**src/rtl/axis_tg_pkg.sv**
```systemverilog
// Shared types and helpers for the AXI-Stream traffic checker.
//
// Contents:
//   state_t  - run-control states IDLE / RUNNING / DRAIN / DONE
//   SEQ_LSB  - bit offset of the sequence number inside tdata
//   ts_lsb() - bit offset of the send timestamp (upper half of tdata)
//   sat_sub()- modular timestamp difference clamped to an output width
package axis_tg_pkg;

    typedef enum logic [1:0] {
        IDLE    = 2'd0,
        RUNNING = 2'd1,
        DRAIN   = 2'd2,
        DONE    = 2'd3
    } state_t;

    // Sequence number sits at the bottom of the beat; timestamp fills the upper half.
    localparam int SEQ_LSB  = 0;
    localparam int MAX_TS_W = 256;

    function automatic int ts_lsb(input int tdata_w);
        return tdata_w / 2;
    endfunction

    // (a - b) modulo 2**ts_w, so a wrapped time base still yields the true
    // distance. Any result that does not fit in w bits becomes all-ones of w.
    function automatic logic [MAX_TS_W-1:0] sat_sub(
        input logic [MAX_TS_W-1:0] a,
        input logic [MAX_TS_W-1:0] b,
        input int                  ts_w,
        input int                  w
    );
        logic [MAX_TS_W-1:0] ones;
        logic [MAX_TS_W-1:0] diff;
        ones = '1;
        diff = (a - b) & (ones >> (MAX_TS_W - ts_w));
        if ((diff >> w) != '0) begin
            return ones >> (MAX_TS_W - w);
        end
        return diff;
    endfunction

endpackage

```
**src/rtl/axis_tc_lat_stats.sv**
```systemverilog
// Latency statistics accumulator.
//
// Ports:
//   clk, rst_n  - clock, asynchronous active-low reset
//   clear       - restart statistics (sum 0, min all-ones, max 0)
//   sample_vld  - sample qualifies this cycle
//   sample      - latency sample, LAT_WIDTH bits
//   lat_sum     - saturating sum of samples
//   lat_min     - smallest sample seen
//   lat_max     - largest sample seen
module axis_tc_lat_stats #(
    parameter int LAT_WIDTH = 32,
    parameter int SUM_WIDTH = 64
) (
    input  logic                 clk,
    input  logic                 rst_n,
    input  logic                 clear,
    input  logic                 sample_vld,
    input  logic [LAT_WIDTH-1:0] sample,
    output logic [SUM_WIDTH-1:0] lat_sum,
    output logic [LAT_WIDTH-1:0] lat_min,
    output logic [LAT_WIDTH-1:0] lat_max
);

    // Sum sticks at all-ones once it overflows.
    function automatic logic [SUM_WIDTH-1:0] sat_add(
        input logic [SUM_WIDTH-1:0] acc,
        input logic [LAT_WIDTH-1:0] s
    );
        logic [SUM_WIDTH:0] t;
        t = {1'b0, acc} + {{(SUM_WIDTH + 1 - LAT_WIDTH){1'b0}}, s};
        return t[SUM_WIDTH] ? '1 : t[SUM_WIDTH-1:0];
    endfunction

    always_ff @(posedge clk or negedge rst_n) begin
        if (!rst_n) begin
            lat_sum <= '0;
            lat_min <= '1;
            lat_max <= '0;
        end else if (clear) begin
            lat_sum <= '0;
            lat_min <= '1;
            lat_max <= '0;
        end else if (sample_vld) begin
            lat_sum <= sat_add(lat_sum, sample);
            if (sample < lat_min) lat_min <= sample;
            if (sample > lat_max) lat_max <= sample;
        end
    end

endmodule

```
**src/rtl/axis_tc.sv**
```systemverilog
// Uniform-traffic sink/checker for one NoC egress port.
//
// Accepts single-beat packets, checks destination/tlast format and the
// per-source sequence numbers, counts good packets per source and keeps
// latency sum/min/max. Runs are gated by start/done like the generators.
//
// Ports:
//   clk, rst_n         - clock, asynchronous active-low reset
//   start              - begin a run (honoured in IDLE/DONE only)
//   num_packets        - beats to accept before the run ends
//   ticks              - shared free-running time base
//   done               - high in IDLE and DONE
//   recv_packets       - good packets per source id
//   seq_err_count      - sequence mismatches
//   fmt_err_count      - beats with wrong tdest or tlast low
//   lat_sum/min/max    - latency statistics over good packets
//   axis_in_*          - AXI-Stream slave
module axis_tc
    import axis_tg_pkg::*;
#(
    parameter int TDATA_WIDTH = 512,
    parameter int TDEST_WIDTH = 2,
    parameter int TID_WIDTH   = 2,
    parameter int COUNT_WIDTH = 32,
    parameter int DEST_ID     = 0,
    parameter int LAT_WIDTH   = 32,
    parameter int SUM_WIDTH   = 64
) (
    input  logic                                        clk,
    input  logic                                        rst_n,
    input  logic                                        start,
    input  logic [COUNT_WIDTH-1:0]                      num_packets,
    input  logic [TDATA_WIDTH/2-1:0]                    ticks,
    output logic                                        done,
    output logic [2**TID_WIDTH-1:0][COUNT_WIDTH-1:0]    recv_packets,
    output logic [COUNT_WIDTH-1:0]                      seq_err_count,
    output logic [COUNT_WIDTH-1:0]                      fmt_err_count,
    output logic [SUM_WIDTH-1:0]                        lat_sum,
    output logic [LAT_WIDTH-1:0]                        lat_min,
    output logic [LAT_WIDTH-1:0]                        lat_max,
    input  logic                                        axis_in_tvalid,
    output logic                                        axis_in_tready,
    input  logic [TDATA_WIDTH-1:0]                      axis_in_tdata,
    input  logic                                        axis_in_tlast,
    input  logic [TID_WIDTH-1:0]                        axis_in_tid,
    input  logic [TDEST_WIDTH-1:0]                      axis_in_tdest
);

    localparam int NUM_SRC = 2**TID_WIDTH;
    localparam int TS_W    = TDATA_WIDTH / 2;
    localparam int TS_LSB  = ts_lsb(TDATA_WIDTH);
    localparam logic [TDEST_WIDTH-1:0] DEST = TDEST_WIDTH'(DEST_ID);

    state_t                                 state_q, state_d;
    logic [COUNT_WIDTH-1:0]                 total_recv_q;
    logic [NUM_SRC-1:0][COUNT_WIDTH-1:0]    exp_seq_q;
    logic                                   hs;
    logic                                   clear;

    logic                                   vld_p1;
    logic [TID_WIDTH-1:0]                   tid_p1;
    logic [COUNT_WIDTH-1:0]                 seq_p1;
    logic [TS_W-1:0]                        tx_p1;
    logic [TS_W-1:0]                        acc_p1;
    logic [TDEST_WIDTH-1:0]                 tdest_p1;
    logic                                   tlast_p1;

    logic                                   fmt_ok;
    logic                                   good;
    logic                                   seq_bad;
    logic [MAX_TS_W-1:0]                    tx_ext;
    logic [MAX_TS_W-1:0]                    acc_ext;
    logic [MAX_TS_W-1:0]                    lat_wide;
    logic [LAT_WIDTH-1:0]                   lat_sample;
    logic                                   unused_bits;

    // Run control
    always_ff @(posedge clk or negedge rst_n) begin
        if (!rst_n) state_q <= IDLE;
        else        state_q <= state_d;
    end

    always_comb begin
        state_d        = state_q;
        done           = 1'b0;
        axis_in_tready = 1'b0;
        clear          = 1'b0;
        case (state_q)
            IDLE, DONE: begin
                done = 1'b1;
                if (start) begin
                    state_d = RUNNING;
                    clear   = 1'b1;
                end
            end
            RUNNING: begin
                // tready comes straight from the counter so the final beat
                // closes the window on the very next cycle.
                axis_in_tready = (total_recv_q < num_packets);
                if (total_recv_q >= num_packets) state_d = DRAIN;
            end
            DRAIN: begin
                if (!vld_p1) state_d = DONE;
            end
            default: state_d = IDLE;
        endcase
    end

    assign hs = axis_in_tvalid && axis_in_tready;

    // Stage 1: capture accepted beat and the time it arrived
    always_ff @(posedge clk or negedge rst_n) begin
        if (!rst_n) vld_p1 <= 1'b0;
        else        vld_p1 <= hs;
    end

    always_ff @(posedge clk) begin
        if (hs) begin
            tid_p1   <= axis_in_tid;
            seq_p1   <= axis_in_tdata[SEQ_LSB +: COUNT_WIDTH];
            tx_p1    <= axis_in_tdata[TS_LSB +: TS_W];
            acc_p1   <= ticks;
            tdest_p1 <= axis_in_tdest;
            tlast_p1 <= axis_in_tlast;
        end
    end

    // Stage 2: checks and statistics update
    always_comb begin
        tx_ext              = '0;
        acc_ext             = '0;
        tx_ext[TS_W-1:0]    = tx_p1;
        acc_ext[TS_W-1:0]   = acc_p1;
        lat_wide            = sat_sub(acc_ext, tx_ext, TS_W, LAT_WIDTH);
        lat_sample          = lat_wide[LAT_WIDTH-1:0];
    end

    assign fmt_ok  = (tdest_p1 == DEST) && tlast_p1;
    assign good    = vld_p1 && fmt_ok;
    assign seq_bad = (seq_p1 != exp_seq_q[tid_p1]);

    always_ff @(posedge clk or negedge rst_n) begin
        if (!rst_n) begin
            total_recv_q  <= '0;
            exp_seq_q     <= '0;
            recv_packets  <= '0;
            seq_err_count <= '0;
            fmt_err_count <= '0;
        end else if (clear) begin
            total_recv_q  <= '0;
            exp_seq_q     <= '0;
            recv_packets  <= '0;
            seq_err_count <= '0;
            fmt_err_count <= '0;
        end else begin
            if (hs) total_recv_q <= total_recv_q + 1'b1;
            if (vld_p1 && !fmt_ok) fmt_err_count <= fmt_err_count + 1'b1;
            if (good) begin
                // A mismatch is counted once, then tracking resyncs to the
                // received number so one lost packet is not a cascade.
                if (seq_bad) seq_err_count <= seq_err_count + 1'b1;
                recv_packets[tid_p1] <= recv_packets[tid_p1] + 1'b1;
                exp_seq_q[tid_p1]    <= seq_p1 + 1'b1;
            end
        end
    end

    axis_tc_lat_stats #(
        .LAT_WIDTH (LAT_WIDTH),
        .SUM_WIDTH (SUM_WIDTH)
    ) u_lat_stats (
        .clk        (clk),
        .rst_n      (rst_n),
        .clear      (clear),
        .sample_vld (good),
        .sample     (lat_sample),
        .lat_sum    (lat_sum),
        .lat_min    (lat_min),
        .lat_max    (lat_max)
    );

    // Payload bits between sequence number and timestamp carry no meaning here.
    assign unused_bits = ^{axis_in_tdata[TS_LSB-1:SEQ_LSB+COUNT_WIDTH],
                           lat_wide[MAX_TS_W-1:LAT_WIDTH]};

endmodule

```
**config.mk**
```make
export PLATFORM = sky130hd
export DESIGN_NAME = axis_tc
export DESIGN_NICKNAME = d
export VERILOG_FILES = /design/src/rtl/axis_tg_pkg.sv /design/src/rtl/axis_tc_lat_stats.sv /design/src/rtl/axis_tc.sv
export SDC_FILE = /design/constraint.sdc
export NUM_CORES = 2
export LEC_CHECK = 0
export ABC_CLOCK_PERIOD_IN_PS = 21600
export BUFFER_PORTS_ARGS = -buffer_cell sky130_fd_sc_hd__buf_4
export CAP_MARGIN = 40
export CORE_AREA = 3 3 441 443
export CTS_CLUSTER_DIAMETER = 120
export DETAILED_ROUTE_END_ITERATION = 8
export DIE_AREA = 0 0 444 446
export PLACE_DENSITY_LB_ADDON = 0.05
export REMOVE_ABC_BUFFERS = 1
export SETUP_SLACK_MARGIN = 0.05
export SLEW_MARGIN = 40
export SYNTH_ARGS = -nofsm -noshare
export SYNTH_HDL_FRONTEND = slang
export SYNTH_SLANG_ARGS = --single-unit
```
**constraint.sdc**
```tcl
create_clock -name clk -period 21.6 [get_ports clk]
set_input_delay 2.16 -clock clk [delete_from_list [all_inputs] [get_ports clk]]
set_output_delay 2.16 -clock clk [all_outputs]
set_load 0.01 [all_outputs]
```
== Word level (Yosys, flattened, before mapping) ==
Index checks and enable logic that the tools add are counted.

* Register bits: 1032
* Input port bits: 809
* Output and inout port bits: 322
* Word-level logic and storage cells: 101

* Add/subtract/negate cells: 7
* $lt $le $gt $ge: 6
* Equal/unequal tests: 7
* Multiplexer cells: 39
* Reduce and logical (&&, ||, !) cells: 20

{| class="wikitable"
|+ Operator list
! kind !! count
|-
| $mux 32 || 18
|-
| $mux 128 || 4
|-
| $bwmux 128 || 2
|-
| $reduce_bool 256->1 || 1
|-
| $sub 256x256->256 || 1
|-
| $mux 64 || 3
|-
| $add 32x1->32 const B || 5
|-
| $bmux 32 s2 || 2
|-
| $add 64x32->65 || 1
|-
| $demux 32 s2 || 1
|-
| $lt 32x32->1 || 2
|-
| $ge 32x32->1 || 1
|-
| $gt 32x32->1 || 1
|-
| $ne 32x32->1 || 1
|-
| $reduce_bool 2->1 || 6
|-
| $mux 2 || 3
|-
| $ne 2x2->1 const B || 3
|-
| $pmux 2 s3 || 1
|-
| $reduce_and 2->1 || 3
|-
| $logic_and 1x1->1 || 5
|-
| $mux 1 || 5
|-
| $eq 2x2->1 const B || 2
|-
| $logic_not 2->1 || 2
|-
| $lt 2x3->1 const B || 1
|-
| 5 further kinds || 5
|}

== Longest topological paths before layout ==
* Depth after elaboration: 8
* Mapped depth: 41
* Mapped depth without buffers: 40

== Hierarchy ==
Synthesis repeated with hierarchy kept, for this count alone.

* Cells, all modules: 7726
* Area total of the unflattened synthesis: 70072.2 um^2

{| class="wikitable"
|+ By module, submodules not included
! module !! instances !! cells each !! area an instance (um^2) !! seq. area each (um^2)
|-
| axis_tc || 1 || 6684 || 60873.4 || 25369.3
|-
| axis_tc_lat_stats || 1 || 1042 || 9198.8 || 3243.1
|}

== Least setup slack after synthesis ==
No wires, ideal clock.

* Path type: input to register
* Start point: input port num_packets[1]
* End point: register total_recv_q[25]
* Setup time: 78 ps
* Arrival: 21350 ps
* Data required time: 21522 ps
* Setup slack: 172 ps
* Stages on the path: 21
* Buffers on the path: 3
* Cell sequence: inv_1 -> ha_1 -> nor2b_1 -> o21a_1 -> o21ai_0 -> nand2b_1 -> a21oi_1 -> nor2b_1 -> o21ai_0 -> nand2b_1 -> a21oi_1 -> o31ai_1 -> a21oi_1 -> and2_1 -> clkbuf_1 -> and4_1 -> clkbuf_1 -> nand4_1 -> clkbuf_1 -> or3_1 -> a21oi_1

* Cells in the longest elaborated chain, start to end: 4

{| class="wikitable"
|+ Ends and longest elaborated chain
! item !! line !! source
|-
| from (decl) || axis_tc.sv:32 || <nowiki>input logic [COUNT_WIDTH-1:0] num_packets,</nowiki>
|-
| $lt 32x32->1 || axis_tc.sv:99 || <nowiki>axis_in_tready = (total_recv_q < num_packets);</nowiki>
|-
| $mux 1 || axis_tc.sv:88 || <nowiki>case (state_q)</nowiki>
|-
| via axis_in_tready || axis_tc.sv:42 || <nowiki>output logic axis_in_tready,</nowiki>
|-
| $logic_and 1x1->1 || axis_tc.sv:109 || <nowiki>assign hs = axis_in_tvalid && axis_in_tready;</nowiki>
|-
| via hs || axis_tc.sv:57 || <nowiki>logic hs;</nowiki>
|-
| $reduce_bool 2->1 (no source line) || -- ||
|-
| to (signal assigned) || axis_tc.sv:156 || <nowiki>if (hs) total_recv_q <= total_recv_q + 1'b1;</nowiki>
|-
| to (decl) || axis_tc.sv:55 || <nowiki>logic [COUNT_WIDTH-1:0] total_recv_q;</nowiki>
|}

The timed path passes the listed nets, and every way through them passes these cells.
A chain may end at the register's enable or synchronous reset.

== Worst setup path after layout ==
* Start point: register acc_p1[110] (netlist: acc_ext[110])
* End point: register u_lat_stats.lat_sum[56]

* Cells in the longest elaborated chain, start to end: 8

{| class="wikitable"
|+ Ends and longest elaborated chain
! item !! line !! source
|-
| from (decl) || axis_tc.sv:64 || <nowiki>logic [TS_W-1:0] acc_p1;</nowiki>
|-
| from (signal assigned) || axis_tc.sv:122 || <nowiki>acc_p1 <= ticks;</nowiki>
|-
| $sub 256x256->256 || axis_tg_pkg.sv:36 || <nowiki>diff = (a - b) & (ones >> (MAX_TS_W - ts_w));</nowiki>
|-
| $reduce_bool 256->1 || axis_tg_pkg.sv:37 || <nowiki>if ((diff >> w) != '0) begin</nowiki>
|-
| $mux 1 || axis_tg_pkg.sv:37 ||
|-
| $mux 32 || axis_tg_pkg.sv:40 || <nowiki>return diff;</nowiki>
|-
| $add 64x32->65 || axis_tc_lat_stats.sv:31 || <nowiki>t = {1'b0, acc} + {{(SUM_WIDTH + 1 - LAT_WIDTH){1'b0}}, s};</nowiki>
|-
| $mux 64 || axis_tc_lat_stats.sv:32 || <nowiki>return t[SUM_WIDTH] ? '1 : t[SUM_WIDTH-1:0];</nowiki>
|-
| $mux 64 || axis_tc_lat_stats.sv:44 || <nowiki>end else if (sample_vld) begin</nowiki>
|-
| $mux 64 || axis_tc_lat_stats.sv:40 || <nowiki>end else if (clear) begin</nowiki>
|-
| to (signal assigned) || axis_tc_lat_stats.sv:45 || <nowiki>lat_sum <= sat_add(lat_sum, sample);</nowiki>
|-
| to (decl) || axis_tc_lat_stats.sv:20 || <nowiki>output logic [SUM_WIDTH-1:0] lat_sum,</nowiki>
|}

No other way between the ends. The select of a mux whose other input is x is not followed.

==> metrics.md <==
| Metric | Value |
|---|---|
| Worst Hold Class | reg2reg |
| Worst Tran Pin Value | 1062 ps |
| Type of the worst setup path | reg2reg |
| CP max FO | 22 |
| Num ports | 1131 |
| Slew HR | 0.2832 |
| Post-synthesis sequential area ratio | 0.4123 |
| IO Port Bufs | 906 |
| Total grt overflow | 0 |
| Reg-to-Reg Start | acc_ext[110] |
| Achievable Freq | 74.85 MHz |
| Area grow syn2layout | 19.92% |
| WP data required | 22290 ps |
| Largest net degree at the start of global routing | 148 |
| DRC errors left | 0 |
| Number of nets in the layout | 9826 |
| Post-synth top area share | 0.2376 |
| DRT antenna net count | 0 |
| CORE AREA | 190400 sq um |
| CTS tree | built |
| End point of the critical path | u_lat_stats.lat_sum[56] |
| Setup TNS | 0 ps |
| Mapped Cells | 7853 |
| Die area | 198000 sq um |
| Setup violations, final | 0 |
| CP Launch Point | acc_ext[110] |
| Main synth FF type | edfxtp_1 |
| Final cell utilization of the core | 0.4371 |
| Commonest cells after routing, fill and taps aside | buf_4 (1001), nand2_1 (960), nor2_1 (700) |
| Crit path DAT | 14050 ps |
| TritonCTS buffer count | 113 |
| Leakage power | 33.36 nW |
| Post-synth cell types | 104 |
| Register clock-pin slew on the reported worst setup and hold paths | 60 ps |
| Final setup skew | 57.99 ps |
| Routed len/inst | 32.13 um |
| Post-Syn Area | 69390 sq um |
| Most common cell after layout, fill and taps aside | buf_4 |
| Power per cell area | 106.6 nW/um^2 |
| Die outline height | 446 um |
| Post-CTS setup buffer count | 0 |
| Die X | 444 um |
| Avg Inst Size Synth | 8.837 sq um |
| Crit-path most repeated cell | a21oi_1 |
| RSZ-0062 raised after global routing | false |
| Initial antenna violation count | 45 |
| Final period util | 0.6185 |
| Vias in the first global route | 67430 |
| Gr usage total | 0.3517 |
| Setup crit start kind | register |
| Resized Gates After CTS | 0 |
| DR vias/cell | 6.170 |
| CP Capture Type | register |
| #FFs+latches synth | 1032 |
| First-pass GRT wire length | 503000 um |
| Post-synth EDFFs | 549 |
| Total clock sinks | 1032 |
| Outcome | completed |
| Initial DRC count | 7240 |
| Reg2Reg Depth | 38 |
| Root Buffer | clkbuf_16 |
| Minimum clock period | 13360 ps |
| Synth area leader | edfxtp_1 |
| Skew-Pair Late Insertion Delay | 800 ps |
| Rows | 160 |
| Post-DP HPWL | 299800 um |
| Max incr delay on CP | 860 ps |
| Fraction of layout cells with a size suffix above 1 | 0.1655 |
| CTS Hold Bufs | 0 |
| Placer's final routability congestion estimate | 1.093 |
| DRT Pass-1 Iters | 6 |
| RR Endpoint | u_lat_stats.lat_sum[56] |
| Via count | 69540 |
| Bufs on Longest Clock Path | 3 |
| Max-cap violation count | 0 |
| Asr flop ratio synth | 0.4680 |
| Final WL | 362100 um |
| Final hold viol count | 0 |
| Worst reg-to-reg setup slack | 8240 ps |
| Ys Warns | 0 |
| Max IR drop VDD | 0.08624 mV |
| Slew Viols, Final | 0 |
| H-tree levels | 3 |
| Starting Density | 0.3645 |
| Slowest cell on crit path | ha_1 |
| Synth area leaders | edfxtp_1 (24%), dfrtp_1 (16%), ha_1 (7.0%), nand2_1 (5.2%), a21oi_1 (5.0%) |
[critical path, delay by kind of cell, from the launching register on]
kind                       cells  cell delay, ps
adders and majority gates      2            1080
DFF                            1             370
and+or+nand+nor               16            5960
xor gates and xnor gates       1             230
buffers and inverters          3             850
AOI/OAI and AO/OA             16            4740
[layer usage]
| metal | track usage | wire (um) | vias to the layer above |
|---|---|---|---|
| li1 | - | - | 30720 |
| met1 | 0.4346 | 142100 | 34390 |
| met2 | 0.5697 | 166200 | 3535 |
| met3 | 0.05751 | 25950 | 883 |
| met4 | 0.2296 | 27730 | 22 |
| met5 | 0 | 140 | - |
[cells by family (layout without fill, tap and decap cells)]
group,count (synthesis),after routing,share of synthesized area
other,0,32,0
buffers and inverters,808,1682,0.04612
DFF,1032,1032,0.4123
xor gates and xnor gates,347,347,0.04380
AOI/OAI and AO/OA,2237,2237,0.1959
muxes,152,152,0.03361
and+or+nand+nor,2888,2888,0.1979
adders and majority gates,389,389,0.07035
[per-stage QoR]
stage / instance area [sq um] / power (W) / hold slack (ps) / worst slack (ps) / instances
2_1_floorplan: 67870 / 0.004974 / 444.6 / 2639 / 7491
3_3_place_gp: 78810 / 0.006718 / 456.7 / 8544 / 11020
3_5_place_dp: 79230 / 0.006743 / 464.5 / 8799 / 11020
4_1_cts: 83040 / 0.008781 / 478.5 / 8743 / 11240
5_1_grt: 83190 / 0.009206 / 498.8 / 7824 / 11260
6_report: 83220 / 0.008868 / 479.3 / 8240 / 11270
[area by class of cell]
type	count	area (sq um)
timing repair buffer	1022	7786
tap	2511	3142
fill	19110	107200
clock buffer	147	3027
inverter	446	1674
sequential	1032	28610
antenna	32	80.08
multi-input combinational	6013	38120
clock inverter	67	779.5
[synth_stat cells, types with 64 or more instances]
cell type	n
nand3_1	234
xor2_1	181
dfrtp_1	451
xnor2_1	166
nor2_1	702
nand2_1	961
o21ai_1	77
clkbuf_1	275
inv_1	444
a21o_1	78
o31ai_1	65
edfxtp_1	549
nor3_1	154
a21oi_1	698
mux2i_1	83
ha_1	387
o21ai_0	665
nand4_1	340
nor4_1	134
and3_1	75
mux4_2	64
a31oi_1	96
[power breakdown]
part / switching (W) / internal [W] / leakage (nW) / total, W
registers: 0.000121 / 0.00236 / 11.7 / 0.00248
clock network: 0.000851 / 0.00115 / 1.83 / 0.00200
logic: 0.00317 / 0.00122 / 19.9 / 0.00439
total: 0.00414 / 0.00473 / 33.4 / 0.00887
[how the worst min path moves through the flow]
stage          cells after the start      startpoint  slack (ps)              to
2_1_floorplan                      2   exp_seq_q[64]         440   exp_seq_q[64]
3_3_place_gp                       2   exp_seq_q[27]         460   exp_seq_q[27]
3_5_place_dp                       2   exp_seq_q[93]         460   exp_seq_q[93]
4_1_cts                            2   exp_seq_q[93]         480   exp_seq_q[93]
5_1_grt                            2  exp_seq_q[120]         500  exp_seq_q[120]
6_report                           2   exp_seq_q[93]         480   exp_seq_q[93]
[flip-flops by register name, summed over array words and instances, names as in the netlist, 64 cells and up]
register             count
recv_packets           128
acc_ext                256
exp_seq_q              128
tx_ext                 256
u_lat_stats.lat_sum     64
Power figures use the tool's default switching activity.
